**config.mk**
```make
export PLATFORM = sky130hd
export DESIGN_NAME = axi_rw_arbiter
export DESIGN_NICKNAME = d
export VERILOG_FILES = /design/src/rtl/axi_rw_arb_pkg.sv /design/src/rtl/rr_arb2.sv /design/src/rtl/axi_rw_arbiter.sv
export SDC_FILE = /design/constraint.sdc
export NUM_CORES = 1
export LEC_CHECK = 0
export CAP_MARGIN = 20
export CORE_AREA = 4 4 248 250
export CTS_CLUSTER_SIZE = 12
export DETAILED_ROUTE_END_ITERATION = 16
export DIE_AREA = 0 0 252 254
export PLACE_DENSITY = 0.42
export SYNTH_ARGS = -nofsm -noshare
export SYNTH_HDL_FRONTEND = slang
export SYNTH_SLANG_ARGS = --single-unit
```
**constraint.sdc**
```tcl
create_clock -name clock -period 5.8 [get_ports clock]
set_input_delay 1.16 -clock clock [delete_from_list [all_inputs] [get_ports clock]]
set_output_delay 1.16 -clock clock [all_outputs]
set_load 0.01 [all_outputs]
```
**src/rtl/axi_rw_arb_pkg.sv**
```systemverilog
// Shared types and constants for the two-port axi_rw arbiter.
// Included by the round-robin sub-block and the arbiter top.
package axi_rw_arb_pkg;

    typedef enum logic [1:0] {
        ST_IDLE  = 2'd0,
        ST_ISSUE = 2'd1,
        ST_BUSY  = 2'd2,
        ST_DONE  = 2'd3
    } arb_state_e;

    typedef logic port_idx_t;

    localparam int unsigned DEFAULT_TIMEOUT = 4096;

    // axi_rw treats a zero-length burst as illegal, so it is sent as one beat.
    function automatic logic [7:0] fwd_len(input logic [7:0] len);
        return (len == 8'd0) ? 8'd1 : len;
    endfunction

endpackage

```
**src/rtl/rr_arb2.sv**
```systemverilog
// Two-requester round-robin picker: combinational winner, registered last grant.
// On a tie, the port that was not granted last wins.
import axi_rw_arb_pkg::*;

module rr_arb2 (
    input  logic      clock,
    input  logic      reset,
    input  logic [1:0] req,
    input  logic      update,
    input  port_idx_t update_idx,
    output logic      any_req,
    output port_idx_t winner
);

    port_idx_t last_grant_q;
    port_idx_t last_grant_d;

    always_comb begin
        last_grant_d = last_grant_q;
        if (update) begin
            last_grant_d = update_idx;
        end
    end

    // Reset to port 1 so that port 0 takes the very first tie.
    always_ff @(posedge clock or negedge reset) begin
        if (!reset) begin
            last_grant_q <= 1'b1;
        end else begin
            last_grant_q <= last_grant_d;
        end
    end

    always_comb begin
        any_req = |req;
        winner  = 1'b0;
        if (req == 2'b11) begin
            winner = ~last_grant_q;
        end else if (req[1]) begin
            winner = 1'b1;
        end
    end

endmodule

```
**src/rtl/axi_rw_arbiter.sv**
```systemverilog
// Shares one axi_rw master between the fetch port (0) and data port (1),
// one transaction at a time, with beat routing and a BUSY timeout.
//
// state | meaning
// IDLE  | no transaction; grant a requester when axi_rw is ready
// ISSUE | rw_valid pulsed for one cycle with the registered request
// BUSY  | data phase; wait for rw_ready or the timeout
// DONE  | one-cycle done (and err on timeout) to the owner
import axi_rw_arb_pkg::*;

module axi_rw_arbiter #(
    parameter int DATA_WIDTH = 64,
    parameter int ADDR_WIDTH = 64,
    parameter int TIMEOUT    = DEFAULT_TIMEOUT
) (
    input  logic                  clock,
    input  logic                  reset,

    input  logic                  p0_valid,
    input  logic                  p0_write,
    input  logic [ADDR_WIDTH-1:0] p0_addr,
    input  logic [7:0]            p0_strb,
    input  logic [7:0]            p0_len,
    input  logic [DATA_WIDTH-1:0] p0_wdata,
    output logic [DATA_WIDTH-1:0] p0_rdata,
    output logic                  p0_rvalid,
    output logic                  p0_wren,
    output logic                  p0_done,
    output logic                  p0_err,

    input  logic                  p1_valid,
    input  logic                  p1_write,
    input  logic [ADDR_WIDTH-1:0] p1_addr,
    input  logic [7:0]            p1_strb,
    input  logic [7:0]            p1_len,
    input  logic [DATA_WIDTH-1:0] p1_wdata,
    output logic [DATA_WIDTH-1:0] p1_rdata,
    output logic                  p1_rvalid,
    output logic                  p1_wren,
    output logic                  p1_done,
    output logic                  p1_err,

    output logic                  rw_valid,
    input  logic                  rw_ready,
    output logic                  rw_read_req,
    output logic                  rw_write_req,
    output logic [ADDR_WIDTH-1:0] rw_addr,
    output logic [7:0]            rw_size,
    output logic [7:0]            rw_len,
    output logic [DATA_WIDTH-1:0] rw_wdata,
    input  logic [DATA_WIDTH-1:0] rw_rdata,
    input  logic                  rw_rfifo_wen,
    input  logic                  rw_wfifo_ren
);

    localparam int CNT_W = (TIMEOUT > 2) ? $clog2(TIMEOUT) : 1;
    localparam logic [CNT_W-1:0] CNT_LAST = CNT_W'(TIMEOUT - 1);

    arb_state_e            state_q, state_d;
    port_idx_t             grant_q, grant_d;
    logic                  write_q, write_d;
    logic [ADDR_WIDTH-1:0] addr_q, addr_d;
    logic [7:0]            strb_q, strb_d;
    logic [7:0]            len_q, len_d;
    logic [CNT_W-1:0]      cnt_q, cnt_d;
    logic                  err_q, err_d;

    logic                  any_req;
    port_idx_t             winner;
    logic                  arb_update;

    rr_arb2 u_rr_arb2 (
        .clock      (clock),
        .reset      (reset),
        .req        ({p1_valid, p0_valid}),
        .update     (arb_update),
        .update_idx (grant_q),
        .any_req    (any_req),
        .winner     (winner)
    );

    always_comb begin
        state_d    = state_q;
        grant_d    = grant_q;
        write_d    = write_q;
        addr_d     = addr_q;
        strb_d     = strb_q;
        len_d      = len_q;
        cnt_d      = cnt_q;
        err_d      = err_q;
        arb_update = 1'b0;

        case (state_q)
            ST_IDLE: begin
                if (any_req && rw_ready) begin
                    state_d = ST_ISSUE;
                    grant_d = winner;
                    write_d = winner ? p1_write : p0_write;
                    addr_d  = winner ? p1_addr  : p0_addr;
                    strb_d  = winner ? p1_strb  : p0_strb;
                    len_d   = fwd_len(winner ? p1_len : p0_len);
                    cnt_d   = '0;
                    err_d   = 1'b0;
                end
            end
            ST_ISSUE: begin
                state_d = ST_BUSY;
            end
            ST_BUSY: begin
                // A completion landing on the last allowed cycle is not an error.
                if (rw_ready) begin
                    state_d = ST_DONE;
                end else if (cnt_q == CNT_LAST) begin
                    state_d = ST_DONE;
                    err_d   = 1'b1;
                end else begin
                    cnt_d = cnt_q + CNT_W'(1);
                end
            end
            ST_DONE: begin
                state_d    = ST_IDLE;
                arb_update = 1'b1;
            end
            default: begin
                state_d = ST_IDLE;
            end
        endcase
    end

    always_ff @(posedge clock or negedge reset) begin
        if (!reset) begin
            state_q <= ST_IDLE;
            grant_q <= 1'b0;
            write_q <= 1'b0;
            addr_q  <= '0;
            strb_q  <= '0;
            len_q   <= '0;
            cnt_q   <= '0;
            err_q   <= 1'b0;
        end else begin
            state_q <= state_d;
            grant_q <= grant_d;
            write_q <= write_d;
            addr_q  <= addr_d;
            strb_q  <= strb_d;
            len_q   <= len_d;
            cnt_q   <= cnt_d;
            err_q   <= err_d;
        end
    end

    logic owned;
    logic own0;
    logic own1;
    logic in_done;

    always_comb begin
        owned   = (state_q != ST_IDLE);
        own0    = owned && (grant_q == 1'b0);
        own1    = owned && (grant_q == 1'b1);
        in_done = (state_q == ST_DONE);

        rw_valid     = (state_q == ST_ISSUE);
        rw_read_req  = (state_q == ST_ISSUE) && !write_q;
        rw_write_req = (state_q == ST_ISSUE) && write_q;
        rw_addr      = addr_q;
        rw_size      = strb_q;
        rw_len       = len_q;
        rw_wdata     = '0;
        if (owned) begin
            rw_wdata = grant_q ? p1_wdata : p0_wdata;
        end

        p0_rdata  = rw_rdata;
        p1_rdata  = rw_rdata;
        p0_rvalid = rw_rfifo_wen && own0;
        p1_rvalid = rw_rfifo_wen && own1;
        p0_wren   = rw_wfifo_ren && own0;
        p1_wren   = rw_wfifo_ren && own1;
        p0_done   = in_done && own0;
        p1_done   = in_done && own1;
        p0_err    = in_done && own0 && err_q;
        p1_err    = in_done && own1 && err_q;
    end

endmodule

```
==> results of run 1 <==
layout make-up:
class | instances | area (µm²) | share of cell area [%]
clock buffer | 11 | 242.7 | 2.125
clock inverter | 4 | 76.32 | 0.6682
inverter | 6 | 22.52 | 0.1972
multi-input combinational | 464 | 3079 | 26.96
sequential | 98 | 2457 | 21.51
tap | 773 | 967.2 | 8.468
timing repair buffer | 458 | 4577 | 40.07
registers in the layout, summed over array words and instances, names as in the netlist:
name	count
cnt_q	12
write_q	1
err_q	1
u_rr_arb2.last_grant_q	1
rw_len	8
rw_size	8
rw_addr	64
grant_q	1
state_q	2
metal layers:
| layer | share of wire [%] | vias to the layer above |
|---|---|---|
| li1 | - | 2961 |
| met1 | 39 | 2760 |
| met2 | 49 | 394 |
| met3 | 9.5 | 41 |
| met4 | 2.5 | 0 |
| met5 | 0 | - |
cell usage in the layout, fill, tap and decap left out, drive strengths merged, types with 4 or more instances in the layout:
| cell | synthesis | final |
|---|---|---|
| nand4 | 4 | 4 |
| nor4 | 6 | 6 |
| nand3 | 5 | 5 |
| ha | 5 | 5 |
| dfrtp | 97 | 97 |
| nand2 | 92 | 92 |
| xor2 | 5 | 5 |
| clkdlybuf4s50 | 0 | 450 |
| nor2 | 79 | 79 |
| buf | 150 | 8 |
| o21ai | 85 | 85 |
| clkbuf | 22 | 11 |
| and2 | 6 | 6 |
| mux2i | 145 | 145 |
| inv | 6 | 6 |
stage by stage:
step,cell area [µm²],worst slack [ns]
3_3_place_gp,11100,1.708
2_1_floorplan,6673,3.203
6_report,11420,1.729
4_1_cts,11420,1.653
3_5_place_dp,11100,1.702
5_1_grt,11420,1.605
cell families after synthesis:
logic type | after synthesis | share of synthesized area [%]
compound gates | 102 | 8.776
mux | 145 | 21.75
fa+ha+maj | 5 | 0.9376
xor+xnor | 8 | 1.050
flops | 98 | 36.77
simple gates | 204 | 13.28
buf+inv | 178 | 17.44
power by group through the flow:
stage	Sequential (µW)	Clock, µW	Combinational, µW
6_report	1210	689	2730
5_1_grt	1260	753	2970
4_1_cts	1220	734	2840
3_5_place_dp	1220	0	2820
3_3_place_gp	1210	0	2840
2_1_floorplan	1240	0	1130
path summary, 6_finish.rpt:
path	start	to	slack [ns]	cells past startpoint
worst max-delay path	grant_q$_DFFE_PN0P_	rw_wdata[4]	1.73	4
worst min-delay path	rw_addr[2]$_DFFE_PN0P_	rw_addr[2]$_DFFE_PN0P_	0.48	2
worst max register to register	state_q[0]$_DFFE_PN0P_	cnt_q[4]$_DFFE_PN0P_	3.21	8
worst min register to register	rw_addr[2]$_DFFE_PN0P_	rw_addr[2]$_DFFE_PN0P_	0.48	2
max in group asynchronous	reset	rw_addr[47]$_DFFE_PN0P_	3.77	2
min in group asynchronous	reset	rw_size[0]$_DFFE_PN0P_	0.88	1
worst max-delay path: stages, from the launching register on:
cell	delay (ns)
dfrtp_4	0.91
buf_4	0.54
mux2i_1	0.46
nor2_1	0.07
clkdlybuf4s50_1	0.51
==> key figures, run 1 <==
Logic synthesis
  – Register area share after synthesis: 36.77%
  – Commonest cells in the netlist: 145 x mux2i_1, 128 x buf_4, 97 x dfrtp_1
  – Top post-synthesis cells by area: dfrtp_1 36%, mux2i_1 22%, buf_4 14%, o21ai_1 5.9%, nand2_1 5.2%
  – Predominant post-synthesis flop cell: dfrtp_1
  – Top cell type's share of synthesized area: 36.38%
  – Syn_nets: 1106
  – Dominant cell type by area after synthesis: dfrtp_1
  – Async SR Flop Fraction: 100.0%
  – Cells after Synth: 740
  – Yosys warns: 0
  – Synth Cell Area: ~6700 µm²
  – Yosys cell types: 44
  – Syn_area_per_cell: 9.017 µm²
  – Number of synthesized flops with an enable pin: 0
  – #FFs+latches synth: 98
  – Most frequent cell after synthesis: mux2i_1

Drt
  – DRT Pass-1 Iters: 4
  – DRC errors left: 0
  – Detail Route Antenna Nets: 0
  – Drt initial violations: 177
  – Via Count: 6156
  – Post-DR wirelength/cell: 19.82 µm
  – Final WL: 35950 µm
  – Post-DR vias/cell: approximately 3.4

Finish
  – Share of cells above drive strength 1: 3.170%
  – Non-Filler Instances: 1814
  – Layout Utilization: 19.35%
  – Ant diodes: 0
  – Area Growth Syn to Fin: 71.18%
  – Number of fill cells in the layout: 6596
  – Layout Nets: 1403

Place
  – Placed Cells: 1799
  – Hpwl dp: 29910 µm
  – GPL Wtd Cong: 0.7814
  – Number of port buffers: 451

Global routing
  – GR peak layer: met2
  – Global Route Usage Sum: 10.79%
  – First-pass GRT wire length: 49080 µm
  – GR Layer Usage met2: 19.00%
  – Gr ovfl total: 0
  – GR Layer Usage met3: 4.472%
  – Number of global-route vias before repair: 6653
  – Largest net degree at the start of global routing: about 160
  – Initial antenna violation count: 1
  – GRT met1 Usage: 11.80%

Min path
  – Worst hold-check path type: flip-flop to flip-flop

Pwr
  – Sequential power share: 26.1%
  – Logic pwr share: between 50% and 60%
  – Switching share of power: between 40 and 50%
  – Pwr per Cell Area: 404.8 nW/µm²
  – Sw power: 1868 µW
  – Worst vdd ir: 0.0001563 V
  – Power Total: 4623 µW
  – Cell Int Power: 2755 µW
  – Clock Power Share: 14.9%
  – Pleak: 0.004640 µW

Die
  – Core area: a little under 60000 µm²
  – Row cnt: a little under 90
  – Die width: about 250 µm
  – I/O pin count: ~640
  – Die Area: 64010 µm²
  – Initial Utilization: 11.31%
  – Die Y-Extent: 254 µm

Setup path
  – Type of origin of the critical path: flip-flop
  – Worst-path maximum fanout: 41
  – Crit. End Element: primary output
  – Worst Path Arrival: slightly below 3 ns
  – Setup CP Type: flip-flop to primary output
  – Worst Path Required: 4.64 ns

CTS
  – Sinks on Clock Net: 98
  – Latest clock arrival within the worst-skew pair: approximately 0.38 ns
  – Root Driver: clkbuf_16
  – Hold buffers post-CTS: 0
  – CTS tree: yes
  – Post-cts sizing count: 0
  – Total CTS buffers: 9
  – Maximum clock path buffer count: 2
  – # Post-CTS Setup Buffers: 0
  – H-tree Lvls: 3
  – Worst-path clk slew: 0.07 ns

Timing
  – Final worst path period share: 70.19%
  – Worst hold margin: 0.4849 ns
  – RSZ-0062 raised after global routing: false
  – Slew @ Worst Pin: roughly 0.91 ns
  – Final count of negative-setup-slack endpoints: 0
  – Rel. slew slack: about two fifths
  – Setup TNS Final: 0 ns
  – Pins over their slew limit: 0
  – Min cycle time layout: between 4 and 5 ns
  – Final hold violations: 0
  – Clock skew: 0.01240 ns
  – Max Freq: roughly 0.25 GHz

Status
  – Outcome: finished clean

Job
  – Max-cap viol count: 0
No activity file was read; power rests on OpenSTA's default activity.
==> inputs of run 2 (changes only) <==
- clock period: 5.8 -> 4 ns (I/O delays scaled with it)
==> run 2 against run 1 <==
Die area unchanged. Clock-buffer cell count up 2. Via count up 0.49%. Combinational power up 47%. Setup slack worse by 1.2 ns. Sequential share of layout area about the same. Clock skew down 0.0032 ns. Worst hold slack worse by 0.0076 ns. Critical path depth up 2. Global-route usage about the same. Register-to-register slack worse by 2.2 ns. Largest power group unchanged. Highest routed layer unchanged.
==> key figures, run 2 (synthesis gave the netlist of run 1 again) <==
Global routing
  – Initial antenna violation count: 2 (+1)
  – Global Route Usage Sum: 10.82% (+0.034 points)
  – GR peak layer: met2
  – GRT met1 Usage: 11.76% (-0.039 points)
  – Number of global-route vias before repair: 6760 (+1.6%)
  – GR Layer Usage met3: 4.605% (+0.13 points)
  – GR Layer Usage met2: 19.00% (unchanged)
  – Gr ovfl total: 0 (unchanged)
  – First-pass GRT wire length: 49400 µm (+0.65%)
  – Largest net degree at the start of global routing: 98 (-38%)

Setup path
  – Worst Path Arrival: 2.65 ns (-0.26 ns)
  – Worst-case reg-to-reg path depth: 8 (unchanged)
  – Worst Path Required: 3.20 ns (-1.44 ns)
  – Setup CP Type: flip-flop to primary output
  – Setup crit end: p1_err
  – Critical Path Start: state_q[0]$_DFFE_PN0P_
  – Worst-path maximum fanout: 59 (+44%)
  – Crit. End Element: primary output
  – Type of origin of the critical path: flip-flop
  – Reg2reg start: state_q[0]$_DFFE_PN0P_
  – Flop-to-flop setup slack: 1.01 ns (-2.20 ns)
  – R2R Path End: cnt_q[6]$_DFFE_PN0P_

Finish
  – Area Growth Syn to Fin: 71.39%
  – Commonest non-fill, non-tap cell in the layout: clkdlybuf4s50_1
  – Layout Nets: 1405 (+0.14%)
  – Most frequent cells in the layout: 450 x clkdlybuf4s50_1, 145 x mux2i_1, 96 x dfrtp_1, 92 x nand2_1, 79 x nor2_1
  – Largest register FFs: 64 (unchanged)
  – Share of cells above drive strength 1: 3.257% (+0.087 points)

CTS
  – Post-cts sizing count: 0 (unchanged)
  – Maximum clock path buffer count: 2 (unchanged)
  – Worst-path clk slew: 0.08 ns (about the same)
  – H-tree Lvls: 3 (unchanged)
  – # Post-CTS Setup Buffers: 0 (unchanged)
  – Total CTS buffers: 9 (unchanged)
  – Sinks on Clock Net: 98 (unchanged)
  – Hold buffers post-CTS: 0 (unchanged)
  – CTS tree: yes
  – Root Driver: clkbuf_16
  – Latest clock arrival within the worst-skew pair: 0.38 ns (about the same)

Die
  – Core area: 59020 µm² (unchanged)
  – Initial Utilization: 11.31% (unchanged)
  – Die Y-Extent: 254 µm (unchanged)
  – Die Area: 64010 µm² (unchanged)
  – Die width: 252 µm (unchanged)
  – I/O pin count: 644 (unchanged)
  – Row cnt: 89 (unchanged)

Timing
  – Min cycle time layout: roughly 3.5 ns
  – Max Freq: 0.2895 GHz
  – Pins over their slew limit: 0 (unchanged)
  – Slew @ Worst Pin: 0.8535 ns (-0.05668 ns)
  – Final count of negative-setup-slack endpoints: 0 (unchanged)
  – Final worst path period share: 86.36%
  – Clock skew: 0.009226 ns (-0.003173 ns)
  – Setup TNS Final: 0 ns (unchanged)
  – Final hold violations: 0 (unchanged)
  – Rel. slew slack: 43.10% (+3.8 points)
  – RSZ-0062 raised after global routing: false

Drt
  – Detail Route Antenna Nets: 0 (unchanged)
  – DRT Pass-1 Iters: 4 (unchanged)
  – Drt initial violations: 145 (-18%)
  – DRC errors left: 0 (unchanged)
  – Post-DR wirelength/cell: 19.90 µm (+0.42%)
  – Final WL: 36180 µm (+0.64%)
  – Post-DR vias/cell: 3.403 (+0.27%)
  – Via Count: 6186 (+0.49%)

Pwr
  – Switching share of power: 40.88% (+0.47 points)
  – Worst vdd ir: 0.0002302 V (+47%)
  – Cell Int Power: 3894 µW (+41%)
  – Sequential power share: 26.2% (about the same)
  – Pwr per Cell Area: 576.0 nW/µm² (+42%)
  – Sw power: 2692 µW (+44%)
  – Power Total: 6587 µW (+42%)
  – Clock Power Share: 13.1% (-1.8 points)
  – Pleak: 0.004650 µW (+0.22%)
  – Logic pwr share: 60.7% (+1.7 points)

Place
  – GPL Wtd Cong: 0.7760 (-0.69%)
  – Hpwl dp: 30370 µm (+1.5%)
  – Number of port buffers: 451 (unchanged)

Status
  – Outcome: finished clean

Min path
  – Worst hold-check path type: flip-flop to flip-flop
  – Hold Path Depth: 2 (unchanged)

Job
  – Max-cap viol count: 0 (unchanged)
run 2: cell types whose count changed in the layout (fill, tap and decap cells not counted):
| cell | change |
|---|---|
| buf_4 | -2 |
| clkinv_4 | -1 |
| bufinv_16 | -2 |
| clkbuf_1 | +2 |
| buf_12 | +4 |
| diode_2 | +1 |
| clkinvlp_4 | -1 |
| clkinv_2 | +3 |
run 2: power groups by stage:
stage	Sequential, µW	Combinational [µW]	Clock (µW)
2_1_floorplan	1800	1630	0
6_report	1730	4000	863
5_1_grt	1790	4360	956
4_1_cts	1750	4150	926
3_5_place_dp	1750	4130	0
3_3_place_gp	1740	4140	0
run 2: stage by stage:
stage	hold slack, ns	cell area, µm²	setup WS [ns]	std cells	utilization [%]
floorplan	0.4483	6673	1.763	740	-
global placement	0.4623	11170	0.6721	1801	18.92
detailed placement	0.4702	11170	0.6842	1801	18.92
CTS	0.4869	11430	0.4496	1817	19.37
global route	0.5073	11440	0.3494	1818	19.38
finish	0.4773	11440	0.5457	1818	19.38
run 2: critical path, stage by stage (launching register included):
cell             delay [ns]
dfrtp_1                0.42
inv_1                  0.13
ha_4                   0.60
buf_4                  0.34
nor2_1                 0.09
and2_1                 0.16
clkdlybuf4s50_1        0.49
run 2: how the worst min path moves through the flow:
stage	slack [ns]	from	endpoint
detailed placement	0.47	rw_addr[3]$_DFFE_PN0P_	rw_addr[3]$_DFFE_PN0P_
CTS	0.49	rw_addr[3]$_DFFE_PN0P_	rw_addr[3]$_DFFE_PN0P_
global route	0.51	rw_addr[34]$_DFFE_PN0P_	rw_addr[34]$_DFFE_PN0P_
floorplan	0.45	u_rr_arb2.last_grant_q$_DFFE_PN1N_	u_rr_arb2.last_grant_q$_DFFE_PN1N_
global placement	0.46	rw_addr[4]$_DFFE_PN0P_	rw_addr[4]$_DFFE_PN0P_
finish	0.48	rw_addr[3]$_DFFE_PN0P_	rw_addr[3]$_DFFE_PN0P_
run 2: layout make-up:
type	instances	area (µm²)
clock buffers	13	250.2
clock inverters	3	15.01
well taps	773	967.2
fillers	6599	47580
multi-input cells	464	3079
inverters	6	22.52
diodes	1	2.502
repair buffers	460	4642
flip-flops and latches	98	2457
run 2: per-layer routing:
metal,vias to the layer above,routed length (µm)
li1,2972,-
met1,2769,14000
met3,44,3484
met2,401,17750
met4,0,945
met5,-,0
